**src/rtl/raster_scan_gen.sv**
```systemverilog
// Raster scan generator: walks N_COLS x N_ROWS positions, one per accepted beat,
// with single/continuous modes, graceful stop at frame end, abort and frame counter.
module raster_scan_gen #(
  parameter int N_COLS = 640,
  parameter int N_ROWS = 480,
  parameter int COL_W  = (N_COLS > 1) ? $clog2(N_COLS) : 1,
  parameter int ROW_W  = (N_ROWS > 1) ? $clog2(N_ROWS) : 1,
  parameter int ADDR_W = (N_COLS * N_ROWS > 1) ? $clog2(N_COLS * N_ROWS) : 1,
  parameter int FRM_W  = 16
) (
  input  logic              i_clk,
  input  logic              i_rst,
  input  logic              i_start,
  input  logic              i_mode,
  input  logic              i_stop,
  input  logic              i_abort,
  input  logic              i_ready,
  output logic              o_valid,
  output logic [COL_W-1:0]  o_col,
  output logic [ROW_W-1:0]  o_row,
  output logic [ADDR_W-1:0] o_addr,
  output logic              o_sol,
  output logic              o_eol,
  output logic              o_sof,
  output logic              o_eof,
  output logic              o_busy,
  output logic              o_frame_done,
  output logic [FRM_W-1:0]  o_frame_cnt
);

  typedef enum logic {
    IDLE = 1'b0,
    RUN  = 1'b1
  } state_t;

  localparam logic [COL_W-1:0] COL_LAST = COL_W'(N_COLS - 1);
  localparam logic [ROW_W-1:0] ROW_LAST = ROW_W'(N_ROWS - 1);

  state_t              state_reg, state_next;
  logic                mode_reg, mode_next;
  logic                stop_pend_reg, stop_pend_next;
  logic [COL_W-1:0]    col_reg, col_next;
  logic [ROW_W-1:0]    row_reg, row_next;
  logic [ADDR_W-1:0]   addr_reg, addr_next;
  logic                frame_done_reg, frame_done_next;
  logic [FRM_W-1:0]    frame_cnt_reg, frame_cnt_next;

  logic last_col;
  logic last_row;

  assign last_col = (col_reg == COL_LAST);
  assign last_row = (row_reg == ROW_LAST);

  always_ff @(posedge i_clk or negedge i_rst) begin
    if (!i_rst) begin
      state_reg      <= IDLE;
      mode_reg       <= 1'b0;
      stop_pend_reg  <= 1'b0;
      col_reg        <= '0;
      row_reg        <= '0;
      addr_reg       <= '0;
      frame_done_reg <= 1'b0;
      frame_cnt_reg  <= '0;
    end else begin
      state_reg      <= state_next;
      mode_reg       <= mode_next;
      stop_pend_reg  <= stop_pend_next;
      col_reg        <= col_next;
      row_reg        <= row_next;
      addr_reg       <= addr_next;
      frame_done_reg <= frame_done_next;
      frame_cnt_reg  <= frame_cnt_next;
    end
  end

  always_comb begin
    state_next      = state_reg;
    mode_next       = mode_reg;
    stop_pend_next  = stop_pend_reg;
    col_next        = col_reg;
    row_next        = row_reg;
    addr_next       = addr_reg;
    frame_done_next = 1'b0;
    frame_cnt_next  = frame_cnt_reg;

    if (i_abort) begin
      // Abort wins over everything but keeps the completed-frame count.
      state_next     = IDLE;
      stop_pend_next = 1'b0;
      col_next       = '0;
      row_next       = '0;
      addr_next      = '0;
    end else begin
      case (state_reg)
        IDLE: begin
          if (i_start) begin
            state_next     = RUN;
            mode_next      = i_mode;
            stop_pend_next = 1'b0;
            frame_cnt_next = '0;
            col_next       = '0;
            row_next       = '0;
            addr_next      = '0;
          end
        end
        RUN: begin
          if (mode_reg && i_stop) begin
            stop_pend_next = 1'b1;
          end
          if (i_ready) begin
            if (!last_col) begin
              col_next  = col_reg + COL_W'(1);
              addr_next = addr_reg + ADDR_W'(1);
            end else if (!last_row) begin
              col_next  = '0;
              row_next  = row_reg + ROW_W'(1);
              addr_next = addr_reg + ADDR_W'(1);
            end else begin
              // Frame end: wrap without a bubble unless the run is over.
              col_next        = '0;
              row_next        = '0;
              addr_next       = '0;
              frame_done_next = 1'b1;
              frame_cnt_next  = frame_cnt_reg + FRM_W'(1);
              if (!mode_reg || stop_pend_reg || i_stop) begin
                state_next     = IDLE;
                stop_pend_next = 1'b0;
              end
            end
          end
        end
        default: begin
          state_next = IDLE;
        end
      endcase
    end
  end

  assign o_valid      = (state_reg == RUN);
  assign o_busy       = (state_reg == RUN);
  assign o_col        = col_reg;
  assign o_row        = row_reg;
  assign o_addr       = addr_reg;
  assign o_frame_done = frame_done_reg;
  assign o_frame_cnt  = frame_cnt_reg;
  assign o_sol        = o_valid && (col_reg == '0);
  assign o_eol        = o_valid && last_col;
  assign o_sof        = o_sol && (row_reg == '0);
  assign o_eof        = o_eol && last_row;

endmodule
```
**config.mk**
```make
export PLATFORM = sky130hd
export DESIGN_NAME = raster_scan_gen
export DESIGN_NICKNAME = d
export VERILOG_FILES = /design/src/rtl/raster_scan_gen.sv
export SDC_FILE = /design/constraint.sdc
export NUM_CORES = 1
export LEC_CHECK = 0
export ABC_AREA = 1
export CAP_MARGIN = 10
export CORE_ASPECT_RATIO = 0.9
export CORE_MARGIN = 2
export CORE_UTILIZATION = 53
export CTS_CLUSTER_DIAMETER = 100
export DETAILED_ROUTE_END_ITERATION = 10
export PLACE_DENSITY = 0.82
export SYNTH_ARGS = -nofsm -noshare
export SYNTH_HDL_FRONTEND = slang
export SYNTH_SLANG_ARGS = --single-unit
```
**constraint.sdc**
```tcl
create_clock -name i_clk -period 1.9 [get_ports i_clk]
set_clock_uncertainty 0.05 [all_clocks]
set_input_delay 0.285 -clock i_clk [delete_from_list [all_inputs] [get_ports i_clk]]
set_output_delay 0.285 -clock i_clk [all_outputs]
set_load 0.1 [all_outputs]
```
# == Word level (Yosys, flattened, before mapping) ==
# Cells that the tools add are included.
# op_classes
eq_ne,9
addsub,4
mux,42
n_reduce_logical,14
n_bitwise,2
# ops
op,count
2-to-1 mux 19 bit,5
2-to-1 mux 16 bit,4
2-to-1 mux 9 bit,5
2-to-1 mux 10 bit,4
case mux 19 bit (2 select lines),1
case mux 16 bit (2 select lines),1
case mux 10 bit (2 select lines),1
adder 19 x 1 -> 19 bit (second input constant),1
2-to-1 mux 1 bit,18
case mux 9 bit (2 select lines),1
adder 16 x 1 -> 16 bit (second input constant),1
adder 10 x 1 -> 10 bit (second input constant),1
equality test 10 bit (second input constant),1
logical NOT 10 bit,1
adder 9 x 1 -> 9 bit (second input constant),1
equality test 9 bit (second input constant),1
logical NOT 9 bit,1
!= test 3 bit (second input constant),2
AND reduction 3 bit,2
logical AND 1 bit,5
AND reduction 5 bit,1
!= test 2 x 1 -> 1 bit (second input constant),2
!= test 2 bit (second input constant),2
case mux 1 bit (2 select lines),2
other kinds (5),7
# word_totals
inputBits,7
wordCells,79
out_inout_bits,61
register_bits,58

# == Depth between registers and ports, before layout ==
# logic_depth
word_depth,9
ltp_mapped,10
mapped_depth_nobuf,10

# == Least setup slack after synthesis ==
# Ideal clock, no wire load.
# synth_path
path_type,register to output
start,"reg col_reg[0], in the netlist o_col[0]"
end,out o_sof
path_stages_with_launch,6
path_buffers,0
arrival_time_ns,5.593
path_slack_ns,-4.028
t_required_ns,1.565
cell_sequence,dfrtp_1 inv_1 ha_1 nand2_1 nor3_1 nor3b_1
# synth_via
elab_chain_cells,3
# synth_lines
element,line,rtl
start: declaration,42,"logic [COL_W-1:0] col_reg, col_next;"
start signal: assignment,68,col_reg <= col_next;
logical NOT 10 bit,146,assign o_sol = o_valid && (col_reg == '0);
logical AND 1 bit,146,
net o_sol,22,"output logic o_sol,"
logical AND 1 bit,148,assign o_sof = o_sol && (row_reg == '0);
end: declaration,24,"output logic o_sof,"
# The timed path passes the listed nets, and every way through them passes these cells.

# == Final worst setup path ==
# layout_path
start,"reg row_reg[0], in the netlist o_row[0]"
end,out o_sof
# layout_via
elab_chain_cells,2
# layout_lines
element,line,rtl
start: declaration,43,"logic [ROW_W-1:0] row_reg, row_next;"
start signal: assignment,69,row_reg <= row_next;
logical NOT 9 bit,148,
logical AND 1 bit,148,
# Every way passes these cells.

==> flow_summary_export.csv <==
group,metric,value,unit
power,ir_drop,0.000384,V
outcome,status,"finished with violations",
grt,grt_max_degree,25,
finish,layout.nets,645,
clock_network,cts.clk_slew.worst_paths,0.06,ns
grt,met1_usage,37.4,%
synthesis,syn_inst,519,
sta,grt_setup_unrepaired,"yes",
grt,grt_pass1_vias,3823,
finish,drive_gt1_share,30.9,%
drt,dr.first_iter.drc_count,332,
synthesis,synth_ff_type,"dfrtp_1",
outcome,violations,"negative setup slack",
setup_path,end_kind,"output pin",
grt,grt_overflow,0,
grt,grt-busiest-layer,"met2",
clock_network,numCtsBuffers,9,
die,die_h,82.0,um
synthesis,yosysTopAreaCell,"dfrtp_1",
sta,whs,0.405,ns
die,start_util,54.7,%
drt,viasPerCell,5.56,
power,p_per_area,608,nW/um^2
setup_path,cp.arrival,1.81,ns
synthesis,synth_cell_types,33,
grt,antenna_found_initial,0,
sta,layout_min_cycle_time,2.14,ns
synthesis,yosysMostFrequentCell,"nand2_1",
synthesis,syn_area_per_cell,6.90,um^2
drt,drcViolationCount,0,
power,p_total,0.00332,W
sta,hold_viol_final,0,
finish,regArea,1520,um^2
setup_path,r2r_cells,11,
grt,use_met3,6.70,%
sta,tightest_slew,0.556,ns
clock_network,clkLatencyLatePin,0.35,ns
synthesis,synth_edf_count,0,
setup_path,r2r_slack,0.08,ns
sta,setup_violations,4,
clock_network,htree_levels,3,
sta,fmax,467,MHz
finish,final_cell_area,5470,um^2
finish,multi_input_area,1950,um^2
synthesis,yosys_warnings,0,
clock_network,cts_sinks,58,
sta,setup_slack,-0.241,ns
finish,area_growth,52.8,%
drt,drt_first_pass_iters,5,
setup_path,startpoint_type,"register",
finish,largest_register_ffs,19,
setup_path,crit_slowest_cell,"dfrtp_4",
grt,track_usage,30.5,%
setup_path,cp_cell_sequence,"buf_4 -> inv_4 -> ha_1 -> nand4_1 -> nor3b_4 -> buf_12",
drt,vias,4045,
drt,ant_nets,0,
finish,antenna_cells,0,
sta,maxSlewViolCount,0,
drt,wirelength,11000,um
clock_network,tritoncts,"built",
finish,fill_cells,372,
synthesis,async_reset_ff_share,100,%
synthesis,synthTopCellsByArea,"dfrtp_1, nand2_1, nor2_1",
die,core_area,6550,um^2
synthesis,ys_top_cells_by_count,"nand2_1, nor2_1, inv_1",
grt,grt_pass1_wl,18000,um
setup_path,critPathRequiredTime,1.56,ns
die,ios,68,
drt,wl_per_cell,15.1,um
setup_path,critPathMaxFanout,3,
die,die_width,90.7,um
synthesis,ys_ff_latch,58,
setup_path,max_stage_delay,0.47,ns
clock_network,root_buffer,"clkbuf_8",
hold_path,hold_class,"primary input to asynchronous set/reset pin",
synthesis,synthesis.nets,532,
synthesis,ys_seq_area_share,40.5,%
placement,dpl_cell_area,5070,um^2
placement,place.gp.congestion,0.933,
power,p_leak,2.46,nW
die,num_rows,28,
sta,min_period_over_period,113,%
setup_path,critical_path_class,"register to output pin",
grt,grtUsageMet2,55.1,%
die,dieArea,7430,um^2
synthesis,syn-cell-area,3580,um^2
placement,hpwl,7740,um
sta,relSlewSlack,63.0,%
clock_network,clockBufferDepth,2,
placement,io_buffer_count,67,
flow_run,maxCapViolations,0,
synthesis,yosysTopAreaCellShare,40.5,%
## report_power, final
group	internal [W]	leakage (nW)	switching (W)
registers	0.00126	0.744	0.0000273
clock network	0.000938	0.129	0.000528
logic	0.000189	1.59	0.000380
total	0.00239	2.46	0.000935
## cell type report
type	instances	area share, %
clock inverters	5	1.83
inverters	65	4.64
flip-flops and latches	58	27.7
repair buffers	111	25.4
well taps	90	2.06
multi-input cells	387	35.6
clock buffers	11	2.77
## final timing paths
| check | end | startpoint |
|---|---|---|
| setup / recovery | o_sof | o_row[0] |
| hold / removal | o_row[1] | i_rst |
| setup reg to reg | o_frame_cnt[10] | o_col[1] |
| hold reg to reg | mode_reg | mode_reg |
| max in group asynchronous | o_addr[5] | i_rst |
| min in group i_clk | mode_reg | i_mode |
## repair_timing
item                                   in CTS  in global routing
hold buffers                                1                  0
pin swaps                                   5                  8
gates resized for setup                     6                 13
endpoints found under the hold margin      22                  0
setup buffers                               3                  5
setup endpoints to repair                   5                 40
## routing by layer
layer	vias up	share of wire (%)
met5	-	0
met4	0	2.2
met3	33	7.6
met2	222	50
met1	1915	40
li1	1875	-
## critical path: cells and delay by family, from the launching register on
| kind | cells | cell delay [ns] |
|---|---|---|
| fa+ha+maj | 1 | 0.15 |
| flops | 1 | 0.47 |
| buf+inv | 3 | 0.42 |
| simple gates | 2 | 0.41 |
## cell families (layout without fill, tap and decap cells)
kind of cell / Yosys count / count (layout) / share of synthesized area, %
AND/OR/NAND/NOR: 329 / 329 / 40.0
adder cells (fa/ha/maj): 6 / 6 / 2.10
buffers and inverters: 74 / 192 / 8.73
flip-flops: 58 / 58 / 40.5
XOR/XNOR: 11 / 11 / 2.69
AO/OA/AOI/OAI: 41 / 41 / 5.97
## per-stage QoR
stage | std cells | setup TNS, ns | setup WS, ns | utilization (%)
2_1_floorplan | 519 | -2.58 | -1.11 | -
3_3_place_gp | 702 | -0.112 | -0.0240 | 77.4
3_5_place_dp | 702 | -0.633 | -0.0604 | 77.4
4_1_cts | 722 | -0.755 | -0.251 | 82.1
5_1_grt | 727 | -0.906 | -0.282 | 83.5
6_report | 727 | -0.679 | -0.241 | 83.5
## cell usage in the layout, fill, tap and decap left out, drive strengths merged
master / n
nand3b: 1
clkdlybuf4s50: 5
o21bai: 1
nor3: 13
clkinv: 2
or2: 1
a31o: 1
inv: 65
buf: 105
clkbuf: 11
bufinv: 3
nand4: 15
a21oi: 10
ha: 6
o31ai: 1
nand3: 48
xor2: 9
dlygate4sd3: 1
nor2: 91
dfrtp: 58
nand2: 155
o21ai: 28
nor3b: 5
xnor2: 2
Power figures use the tool's default switching activity.
